`src/rtl/imm_gen_pipe_pkg.sv`:
```
// Shared definitions for the pipelined immediate generator.
// Holds the RISC-V opcode constants, the immediate format codes carried
// with every result, and the XLEN helpers used by the decoder.
package imm_gen_pipe_pkg;

  // Supported output widths.
  localparam int XLEN_32 = 32;
  localparam int XLEN_64 = 64;

  // Base-ISA major opcodes, inst[6:0].
  localparam logic [6:0] OPC_LOAD   = 7'b0000011;
  localparam logic [6:0] OPC_OP_IMM = 7'b0010011;
  localparam logic [6:0] OPC_AUIPC  = 7'b0010111;
  localparam logic [6:0] OPC_STORE  = 7'b0100011;
  localparam logic [6:0] OPC_OP     = 7'b0110011;
  localparam logic [6:0] OPC_LUI    = 7'b0110111;
  localparam logic [6:0] OPC_BRANCH = 7'b1100011;
  localparam logic [6:0] OPC_JALR   = 7'b1100111;
  localparam logic [6:0] OPC_JAL    = 7'b1101111;

  // funct3 values that turn OP-IMM into a shift-immediate.
  localparam logic [2:0] F3_SLLI = 3'b001;
  localparam logic [2:0] F3_SRXI = 3'b101;

  typedef enum logic [2:0] {
    T_R     = 3'd0,
    T_I     = 3'd1,
    T_S     = 3'd2,
    T_B     = 3'd3,
    T_U     = 3'd4,
    T_J     = 3'd5,
    T_SHAMT = 3'd6,
    T_ILL   = 3'd7
  } imm_type_e;

  // Top bit of the shift-amount field: RV64 uses inst[25:20], RV32 inst[24:20].
  function automatic int shamt_msb(input int xlen);
    return (xlen == XLEN_64) ? 25 : 24;
  endfunction

endpackage

```
`src/rtl/imm_gen_pipe_if.sv`:
```
// Handshake bundle between fetch/decode, the immediate generator and the
// ALU-operand mux.
//   in_valid/in_ready/in_inst        : instruction input channel
//   out_valid/out_ready/out_imm/
//   out_type/out_illegal             : decoded result channel
// Handshake: on each channel a transfer happens on a rising clk edge where
// valid and ready are both 1. valid never depends combinationally on ready;
// the payload is only meaningful while valid is 1.
interface imm_gen_pipe_if
  import imm_gen_pipe_pkg::*;
#(
  parameter int XLEN = 32
);
  logic            in_valid;
  logic            in_ready;
  logic [31:0]     in_inst;
  logic            out_valid;
  logic            out_ready;
  logic [XLEN-1:0] out_imm;
  imm_type_e       out_type;
  logic            out_illegal;

  // Producer of instructions / consumer of immediates.
  modport master (
    output in_valid, in_inst, out_ready,
    input  in_ready, out_valid, out_imm, out_type, out_illegal
  );

  // The immediate generator itself.
  modport slave (
    input  in_valid, in_inst, out_ready,
    output in_ready, out_valid, out_imm, out_type, out_illegal
  );
endinterface

```
`src/rtl/imm_gen_pipe_imm_decode.sv`:
```
// Combinational instruction-to-immediate decoder.
//   inst_i    : 32-bit instruction word
//   imm_o     : immediate extended to XLEN
//   type_o    : format code
//   illegal_o : opcode not recognised
module imm_decode
  import imm_gen_pipe_pkg::*;
#(
  parameter int XLEN = 32
) (
  input  logic [31:0]     inst_i,
  output logic [XLEN-1:0] imm_o,
  output imm_type_e       type_o,
  output logic            illegal_o
);

  localparam int SH_MSB = shamt_msb(XLEN);

  // Every format fits in 32 bits; widening a signed value sign-extends,
  // which covers U-type on RV64 as well. Shift amounts keep bit 31 clear.
  logic signed [31:0] imm32;

  always_comb begin
    imm32     = '0;
    type_o    = T_R;
    illegal_o = 1'b0;
    unique case (inst_i[6:0])
      OPC_LOAD, OPC_JALR: begin
        imm32  = {{20{inst_i[31]}}, inst_i[31:20]};
        type_o = T_I;
      end
      OPC_OP_IMM: begin
        if (inst_i[14:12] == F3_SLLI || inst_i[14:12] == F3_SRXI) begin
          imm32[SH_MSB-20:0] = inst_i[SH_MSB:20];
          type_o             = T_SHAMT;
        end else begin
          imm32  = {{20{inst_i[31]}}, inst_i[31:20]};
          type_o = T_I;
        end
      end
      OPC_STORE: begin
        imm32  = {{20{inst_i[31]}}, inst_i[31:25], inst_i[11:7]};
        type_o = T_S;
      end
      OPC_BRANCH: begin
        imm32  = {{19{inst_i[31]}}, inst_i[31], inst_i[7], inst_i[30:25],
                  inst_i[11:8], 1'b0};
        type_o = T_B;
      end
      OPC_LUI, OPC_AUIPC: begin
        imm32  = {inst_i[31:12], 12'b0};
        type_o = T_U;
      end
      OPC_JAL: begin
        imm32  = {{11{inst_i[31]}}, inst_i[31], inst_i[19:12], inst_i[20],
                  inst_i[30:21], 1'b0};
        type_o = T_J;
      end
      OPC_OP: begin
        type_o = T_R;
      end
      default: begin
        type_o    = T_ILL;
        illegal_o = 1'b1;
      end
    endcase
  end

  assign imm_o = XLEN'(imm32);

endmodule

```
`src/rtl/imm_gen_pipe.sv`:
```
// Pipelined immediate generator: decodes accepted instructions and queues
// the results in an elastic FIFO so fetch/decode can be back-pressured.
//   clk         : clock, rising edge
//   reset_n     : asynchronous active-low reset
//   bus         : instruction in / immediate out handshake (slave side)
//   illegal_cnt : saturating count of accepted illegal instructions
module imm_gen_pipe
  import imm_gen_pipe_pkg::*;
#(
  parameter int XLEN  = 32,
  parameter int DEPTH = 2,
  parameter int CNT_W = 16
) (
  input  logic             clk,
  input  logic             reset_n,
  imm_gen_pipe_if.slave    bus,
  output logic [CNT_W-1:0] illegal_cnt
);

  localparam int AW = $clog2(DEPTH);

  logic [XLEN-1:0] dec_imm;
  imm_type_e       dec_type;
  logic            dec_ill;

  imm_decode #(.XLEN(XLEN)) u_decode (
    .inst_i    (bus.in_inst),
    .imm_o     (dec_imm),
    .type_o    (dec_type),
    .illegal_o (dec_ill)
  );

  logic [XLEN-1:0] imm_mem_q  [DEPTH];
  imm_type_e       type_mem_q [DEPTH];
  logic            ill_mem_q  [DEPTH];

  // Extra MSB on the pointers distinguishes full from empty.
  logic [AW:0]      wr_ptr_q, wr_ptr_d, rd_ptr_q, rd_ptr_d;
  logic [CNT_W-1:0] cnt_q, cnt_d;

  // Copy of the most recently popped entry, shown while the FIFO is empty.
  logic [XLEN-1:0] last_imm_q;
  imm_type_e       last_type_q;
  logic            last_ill_q;

  logic full, empty, push, pop;
  logic [AW-1:0] wr_idx, rd_idx;

  assign wr_idx = wr_ptr_q[AW-1:0];
  assign rd_idx = rd_ptr_q[AW-1:0];
  assign empty  = (wr_ptr_q == rd_ptr_q);
  assign full   = (wr_ptr_q[AW] != rd_ptr_q[AW]) && (wr_idx == rd_idx);
  assign push   = bus.in_valid && !full;
  assign pop    = bus.out_ready && !empty;

  always_comb begin
    wr_ptr_d = wr_ptr_q;
    rd_ptr_d = rd_ptr_q;
    cnt_d    = cnt_q;
    if (push) wr_ptr_d = wr_ptr_q + (AW+1)'(1);
    if (pop)  rd_ptr_d = rd_ptr_q + (AW+1)'(1);
    if (push && dec_ill && (cnt_q != '1)) cnt_d = cnt_q + CNT_W'(1);
  end

  always_ff @(posedge clk or negedge reset_n) begin
    if (!reset_n) begin
      wr_ptr_q    <= '0;
      rd_ptr_q    <= '0;
      cnt_q       <= '0;
      last_imm_q  <= '0;
      last_type_q <= T_R;
      last_ill_q  <= 1'b0;
      for (int i = 0; i < DEPTH; i++) begin
        imm_mem_q[i]  <= '0;
        type_mem_q[i] <= T_R;
        ill_mem_q[i]  <= 1'b0;
      end
    end else begin
      wr_ptr_q <= wr_ptr_d;
      rd_ptr_q <= rd_ptr_d;
      cnt_q    <= cnt_d;
      if (push) begin
        imm_mem_q[wr_idx]  <= dec_imm;
        type_mem_q[wr_idx] <= dec_type;
        ill_mem_q[wr_idx]  <= dec_ill;
      end
      if (pop) begin
        last_imm_q  <= imm_mem_q[rd_idx];
        last_type_q <= type_mem_q[rd_idx];
        last_ill_q  <= ill_mem_q[rd_idx];
      end
    end
  end

  assign bus.in_ready    = !full;
  assign bus.out_valid   = !empty;
  assign bus.out_imm     = empty ? last_imm_q  : imm_mem_q[rd_idx];
  assign bus.out_type    = empty ? last_type_q : type_mem_q[rd_idx];
  assign bus.out_illegal = empty ? last_ill_q  : ill_mem_q[rd_idx];
  assign illegal_cnt     = cnt_q;

endmodule
```
`src/flat_wrapper.sv`:
```
// flat-port wrapper written by rule: the top's interface ports become plain ports
module imm_gen_pipe_flat import imm_gen_pipe_pkg::*;
#(
  parameter int XLEN  = 32,
  parameter int DEPTH = 2,
  parameter int CNT_W = 16
)
  (clk, reset_n, illegal_cnt, bus_in_valid, bus_in_inst, bus_out_ready, bus_in_ready, bus_out_valid, bus_out_imm, bus_out_type, bus_out_illegal);
  imm_gen_pipe_if #(.XLEN(XLEN)) bus_i ();
  input  logic clk;
  input  logic reset_n;
  output logic [CNT_W-1:0] illegal_cnt;
  input wire logic [$bits(bus_i.in_valid)-1:0] bus_in_valid;
  input wire logic [$bits(bus_i.in_inst)-1:0] bus_in_inst;
  input wire logic [$bits(bus_i.out_ready)-1:0] bus_out_ready;
  output wire logic [$bits(bus_i.in_ready)-1:0] bus_in_ready;
  output wire logic [$bits(bus_i.out_valid)-1:0] bus_out_valid;
  output wire logic [$bits(bus_i.out_imm)-1:0] bus_out_imm;
  output wire logic [$bits(bus_i.out_type)-1:0] bus_out_type;
  output wire logic [$bits(bus_i.out_illegal)-1:0] bus_out_illegal;
  assign bus_i.in_valid = bus_in_valid;
  assign bus_i.in_inst = bus_in_inst;
  assign bus_i.out_ready = bus_out_ready;
  assign bus_in_ready = bus_i.in_ready;
  assign bus_out_valid = bus_i.out_valid;
  assign bus_out_imm = bus_i.out_imm;
  assign bus_out_type = bus_i.out_type;
  assign bus_out_illegal = bus_i.out_illegal;
  imm_gen_pipe #(.XLEN(XLEN), .DEPTH(DEPTH), .CNT_W(CNT_W)) u_core (.clk(clk), .reset_n(reset_n), .bus(bus_i), .illegal_cnt(illegal_cnt));
endmodule
```
`config.mk`:
```
export PLATFORM = sky130hd
export DESIGN_NAME = imm_gen_pipe_flat
export DESIGN_NICKNAME = d
export VERILOG_FILES = /design/src/rtl/imm_gen_pipe_pkg.sv /design/src/rtl/imm_gen_pipe_if.sv /design/src/rtl/imm_gen_pipe_imm_decode.sv /design/src/rtl/imm_gen_pipe.sv /design/src/flat_wrapper.sv
export SDC_FILE = /design/constraint.sdc
export NUM_CORES = 1
export LEC_CHECK = 0
export ABC_AREA = 1
export CORE_ASPECT_RATIO = 2
export CORE_MARGIN = 2
export CORE_UTILIZATION = 50
export CTS_BUF_LIST = sky130_fd_sc_hd__clkbuf_8
export DETAILED_ROUTE_END_ITERATION = 8
export GPL_TIMING_DRIVEN = 1
export PLACE_DENSITY_LB_ADDON = 0.2
export SYNTH_ARGS = -nofsm -noshare
export SYNTH_HDL_FRONTEND = slang
export SYNTH_SLANG_ARGS = --single-unit
```
`constraint.sdc`:
```
create_clock -name clk -period 1.7 [get_ports clk]
set_input_delay 0.34 -clock clk [delete_from_list [all_inputs] [get_ports clk]]
set_output_delay 0.34 -clock clk [all_outputs]
set_load 0.01 [all_outputs]
```
==> results.cfg, run 1 <==
[layout]
fin_nets = 1224
stdcell_area_mm2 = 0.0100
layout-drive-gt1-share = 0.262
n_antenna_cell = 0
fillCellCount = 1051
area_growth_pct = 42.8

[timing]
rsz0062_at_grt = yes
setup_viol = 76
clock.fmax_ghz = 0.454
timing.final.crit_share = 1.30
drv_slew = 0
slew_headroom = 0.758
clock_skew_ns = 0.00982
finalWorstSetupSlack_ns = -0.504
period_needed_ns = 2.20
tightest_slew_ns = 0.362
finalSetupTns_ns = -22.52
hold_viol_final = 0

[power_and_ir_drop]
irDropWorstVdd_uv = 788
p_per_area_mw_per_mm2 = 1610
p_leak_uw = 0.00544

[worst_setup_path]
cp.required_ns = 1.36
crit_fanout = 7
ff2ff_setup_slack_ns = -0.20
reg2reg_to = u_core.last_imm_q[21]
ff2ff_path_depth = 11
critPathKind = flop to primary output
critPathArrivalTime_ns = 1.86
cp-end-kind = primary output
reg2reg_from = u_core.rd_ptr_q[0]
start_kind = flop

[floorplanning]
io_pins = 90
core_mm2 = 0.0138
die_area_mm2 = 0.0150
placementRows = 61
fp.dieH_um = 171
initial_utilization = 0.507
chipWidth_um = 87.7

[synth]
synth_edf_count = 0
synth.distinct_cells = 27
synthesis.nets = 1056
synthArstFlopShare = 1.00
syn_area_per_cell_um2 = 6.88
ys_seq_elements = 128
synth_ff_type = dfrtp_1
synth-seq-area-share = 0.457
netlist_area_mm2 = 0.00701
yosysWarnings = 0
synthCells = 1019

[place]
dpl_cell_area_mm2 = 0.00858
portBuffers = 89
hpwl_um = 13600
place_congestion = 0.883
place_ws_ns = -0.408

[routing]
first_iter_violations = 491
drcViolationCount = 0
viasPerCell = 5.29
drt_first_pass_iters = 5
final_antenna_net_count = 0
num_vias = 7348
routed_wl_um = 23400
routedWlPerCell_um = 16.8

[job]
drv_cap = 0

[global_route]
grt_usage = 0.267
antenna_found_initial = 0
grt_pass1_wl_um = 31400
grt_overflow = 0
grt_pass1_vias = 6615
grt_max_degree = 54

[clock_tree]
root_buffer = clkbuf_8
h-tree-depth = 4
cts_tree = built
cts_buffers = 17
max-clock-path-buffers = 2
clk_pin_slew_ns = 0.08
clock-sinks = 128
clock_latency_ns = 0.45

[outcome]
status = complete, but fails checks
violations = setup timing

[min_path]
hp-class = input pin to asynchronous set/reset pin
flip-flops by register name (all words and copies together) (netlist names):
register / flops
u_core.last_imm_q: 32
u_core.rd_ptr_q: 2
u_core.last_type_q: 3
u_core.illegal_cnt: 16
u_core.imm_mem_q: 64
u_core.last_ill_q: 1
u_core.ill_mem_q: 2
u_core.wr_ptr_q: 2
u_core.type_mem_q: 6
Yosys cell counts, types with 6 or more instances:
| cell type | n | share of area |
|---|---|---|
| nor2_1 | 49 | 0.026 |
| a21boi_0 | 7 | 0.0075 |
| nand3_1 | 47 | 0.034 |
| clkbuf_1 | 20 | 0.011 |
| nand4_1 | 25 | 0.022 |
| inv_1 | 62 | 0.033 |
| buf_4 | 7 | 0.0075 |
| o21ai_0 | 95 | 0.068 |
| dfrtp_1 | 128 | 0.46 |
| xor2_1 | 6 | 0.0075 |
| nand2_1 | 523 | 0.28 |
| buf_2 | 19 | 0.014 |
metal layers:
metal / GRT usage / up-vias / routed length, µm
li1: - / 3531 / -
met1: 0.292 / 3449 / 7910
met2: 0.486 / 279 / 12800
met3: 0.0518 / 89 / 1240
met4: 0.118 / 0 / 1420
met5: 0 / - / 0
worst max path at each step:
stage               cells after the start          startpoint         endpoint
floorplan                               6  u_core.rd_ptr_q[0]  bus_out_imm[22]
global placement                        5  u_core.rd_ptr_q[0]  bus_out_type[0]
detailed placement                      5  u_core.rd_ptr_q[0]  bus_out_type[0]
CTS                                     7  u_core.wr_ptr_q[1]  bus_out_imm[22]
global route                            8  u_core.rd_ptr_q[0]  bus_out_imm[26]
finish                                  6  u_core.rd_ptr_q[0]  bus_out_type[0]
area by class of cell:
class                      instances  area [µm²]  share of cell area
clock buffer                      17         234              0.0234
clock inverter                    15         161              0.0161
inverter                          68         273              0.0273
multi-input combinational        775        3800               0.380
sequential                       128        3210               0.321
tap                              189         236              0.0236
timing repair buffer             196        2070               0.207
timing repair inverter             1        11.3             0.00113
per-stage QoR:
stage                     instances  power (µW)  utilization  hold WS (ns)
after floorplan                1019        6980            -        0.0444
after global placement         1313        9330        0.621         0.183
after detailed placement       1313        9410        0.621         0.183
after CTS                      1361       12200        0.649         0.242
after global routing           1389       16800        0.724         0.252
final                          1389       16100        0.724         0.247
worst max-delay path, cell delays in order (launching register included):
cell	delay, ns
dfrtp_2	0.49
xnor2_4	0.20
buf_12	0.15
nand2_8	0.10
clkbuf_16	0.20
o21ai_4	0.14
buf_6	0.12
cells by family after synthesis:
| group | Yosys count | synth area share |
|---|---|---|
| AO/OA/AOI/OAI | 105 | 0.0775 |
| adder cells (fa/ha/maj) | 1 | 0.00179 |
| buffers and inverters | 118 | 0.0729 |
| flip-flops | 128 | 0.457 |
| XOR/XNOR | 11 | 0.0137 |
| AND/OR/NAND/NOR | 656 | 0.377 |
placed cells by master, fill, tap and decap left out, types with 2 or more instances in the layout:
master,count
inv_1,61
dfrtp_2,8
o21ai_1,36
bufinv_16,2
nand2_8,2
buf_8,3
nand3_1,47
buf_2,35
clkdlybuf4s50_1,32
buf_6,8
nand4_1,25
inv_6,4
o21ai_2,41
nand2_2,43
buf_12,22
buf_4,63
dfrtp_1,120
nand2_4,20
xnor2_1,4
clkinv_2,2
clkinv_4,6
nand2_1,464
clkbuf_16,12
dlymetal6s2s_1,7
nor2_1,43
nor2_4,4
dlygate4sd2_1,11
clkbuf_8,17
inv_4,2
o21ai_0,19
xor2_1,5
nor2_2,6
inv_2,5
a21boi_0,7
repair_timing:
action                                  CTS  global route
setup buffers                            14             7
pin swaps                                 2             8
endpoints found under the hold margin   100             0
cloned                                    1            21
endpoints found under the setup margin   54           145
hold buffers                              1             0
gates resized for setup                 197           221
report_power, final:
| group | internal, µW | switching [µW] | leakage [µW] |
|---|---|---|---|
| combinational | 4080 | 5290 | 0.00351 |
| sequential | 3680 | 361 | 0.00173 |
| clock | 1320 | 1340 | 0.000206 |
| total | 9080 | 6990 | 0.00544 |
Power figures use the tool's default switching activity.
==> run 2, diff against run 1 <==
Settings changed: CORE_ASPECT_RATIO 2 to unset, SETUP_SLACK_MARGIN set to 0.15.
==> run 2 against run 1 <==
Net effect: the run still ends with setup timing left; sequential power grew 3%; combinational power grew 34%; hold slack gained 0.067 ns; sequential share of layout area shrank 3.6 points; design area grew 13%; clock skew grew 0.0063 ns; critical endpoint is now bus_out_imm[19]; largest cell class unchanged.
==> results.cfg, run 2 (same netlist as run 1, synthesis figures left out) <==
[outcome]
status = complete, but fails checks
violations = setup timing

[timing]
period_needed_ns = 2.23
drv_slew = 0
slew_headroom = 0.757
finalWorstSetupSlack_ns = -0.530
clock_skew_ns = 0.0161
finalSetupTns_ns = -27.40
clock.fmax_ghz = 0.448
tightest_slew_ns = 0.364
hold_viol_final = 0
timing.final.crit_share = 1.31
hold_slack_ns = 0.314
setup_viol = 157
rsz0062_at_grt = yes

[global_route]
antenna_found_initial = 0
grt.met2_usage = 0.459
grt-busiest-layer = met2
use_met1 = 0.401
grt_usage = 0.293
grt_overflow = 0
grt_max_degree = 49
grt_use_met3 = 0.0609
grt_pass1_wl_um = 34000
grt_pass1_vias = 6831

[worst_setup_path]
crit_fanout = 6
worstPathCellList = xor2_2 > inv_2 > nand2_4 > buf_12 > buf_16 > nand2_4 > o21ai_2 > buf_2
cp.required_ns = 1.36
critPathKind = flop to primary output
start_kind = flop
crit_slowest_cell = dfrtp_1
cp-end-kind = primary output
critPathArrivalTime_ns = 1.89
slowest_delay_ns = 0.43
cpMostUsedCell = nand2_4

[place]
dpl_cell_area_mm2 = 0.00885
portBuffers = 89
hpwl_um = 12800
place_congestion = 0.884

[routing]
routed_wl_um = 27900
routedWlPerCell_um = 19.7
first_iter_violations = 901
num_vias = 8210
drcViolationCount = 0
viasPerCell = 5.80
drt_first_pass_iters = 9
final_antenna_net_count = 0

[power_and_ir_drop]
irDropWorstVdd_uv = 1080
p_per_area_mw_per_mm2 = 1730
p_leak_uw = 0.00587

[clock_tree]
clock_latency_ns = 0.48
clk_pin_slew_ns = 0.08
root_buffer = clkbuf_8
max-clock-path-buffers = 2
cts_buffers = 17
cts_tree = built
h-tree-depth = 4
clock-sinks = 128

[layout]
postLayoutCoreUtil = 0.818
largest_reg_flops = 64
n_antenna_cell = 0
layout-drive-gt1-share = 0.376
stdcell_area_mm2 = 0.0113
fin_nets = 1261
layout_commonest_cell = nand2_1
final_cell_mix = nand2_1 (377), dfrtp_1 (119), nand2_2 (95)
regMostFlops = u_core.imm_mem_q
area_growth_pct = 60.7

[floorplanning]
initial_utilization = 0.509
io_pins = 90
core_mm2 = 0.0138
fp.dieH_um = 122
chipWidth_um = 122
die_area_mm2 = 0.0150
placementRows = 43

[min_path]
hp-class = input pin to asynchronous set/reset pin

[job]
drv_cap = 0
==> run 2: cell types whose count changed in the layout (fill, tap and decap cells not counted), sizes merged <==
cell	delta
dlygate4sd2	-3
clkdlybuf4s50	+1
clkbuf	+2
clkinvlp	+5
dlymetal6s2s	-6
clkdlybuf4s15	+4
nand2	-2
buf	+42
nand4	+1
inv	-5
clkinv	-3
==> run 2: what timing repair did <==
action                                  in CTS  in global routing
setup buffers                               24                 14
pin swaps                                   11                 30
hold endpoints to repair                    20                  0
gates resized for setup                    287                293
endpoints found under the setup margin     182                171
hold buffers                                 1                  0
gates cloned                                11                 20
==> run 2: worst max-delay path, delay by kind of cell (launching register included) <==
family	cells	cell delay [ns]
compound gates	1	0.05
flops	1	0.43
buf+inv	4	0.53
xor+xnor	1	0.22
simple gates	2	0.18
==> run 2: power by group <==
part	internal (µW)	switching, µW
Combinational	5890	6750
Clock	1350	1330
Sequential	3680	466
Total	10900	8540
==> run 2: through the flow <==
| step | setup WS (ns) | std cells | total power [µW] |
|---|---|---|---|
| after floorplan | 0.130 | 1019 | 7920 |
| after global placement | -0.366 | 1315 | 10100 |
| after detailed placement | -0.408 | 1315 | 10200 |
| after CTS | -0.483 | 1382 | 15300 |
| after global routing | -0.592 | 1416 | 20000 |
| final | -0.530 | 1416 | 19500 |
==> run 2: final cells by class <==
cell class | count | area [µm²]
clock buffer | 19 | 262
fill | 759 | 2510
inverter | 68 | 309
clock inverter | 12 | 120
timing repair buffer | 234 | 2710
sequential | 128 | 3210
timing repair inverter | 1 | 11.3
tap | 180 | 225
multi-input combinational | 774 | 4420
==> run 2: path summary, 6_finish.rpt <==
kind / slack, ns / from / end / cells past startpoint
setup / recovery: -0.53 / u_core.wr_ptr_q[1] / bus_out_imm[19] / 8
max in group asynchronous: 0.76 / reset_n / u_core.illegal_cnt[8] / 3
hold / removal: 0.31 / reset_n / u_core.last_imm_q[30] / 2
min in group clk: 0.48 / u_core.imm_mem_q[9] / u_core.imm_mem_q[9] / 2
hold reg to reg: 0.48 / u_core.imm_mem_q[9] / u_core.imm_mem_q[9] / 2
setup reg to reg: -0.19 / u_core.rd_ptr_q[0] / u_core.imm_mem_q[54] / 11
==> run 2: layer usage <==
metal,share of wire,vias to the layer above
met5,0,-
met4,0.062,0
met3,0.096,177
met2,0.46,591
met1,0.38,3823
li1,-,3619
==> run 3, diff against run 2 <==
Settings changed: CAP_MARGIN set to 10.
==> results of run 3 <==
Final layout, timing and power as in run 2 (identical DEF).
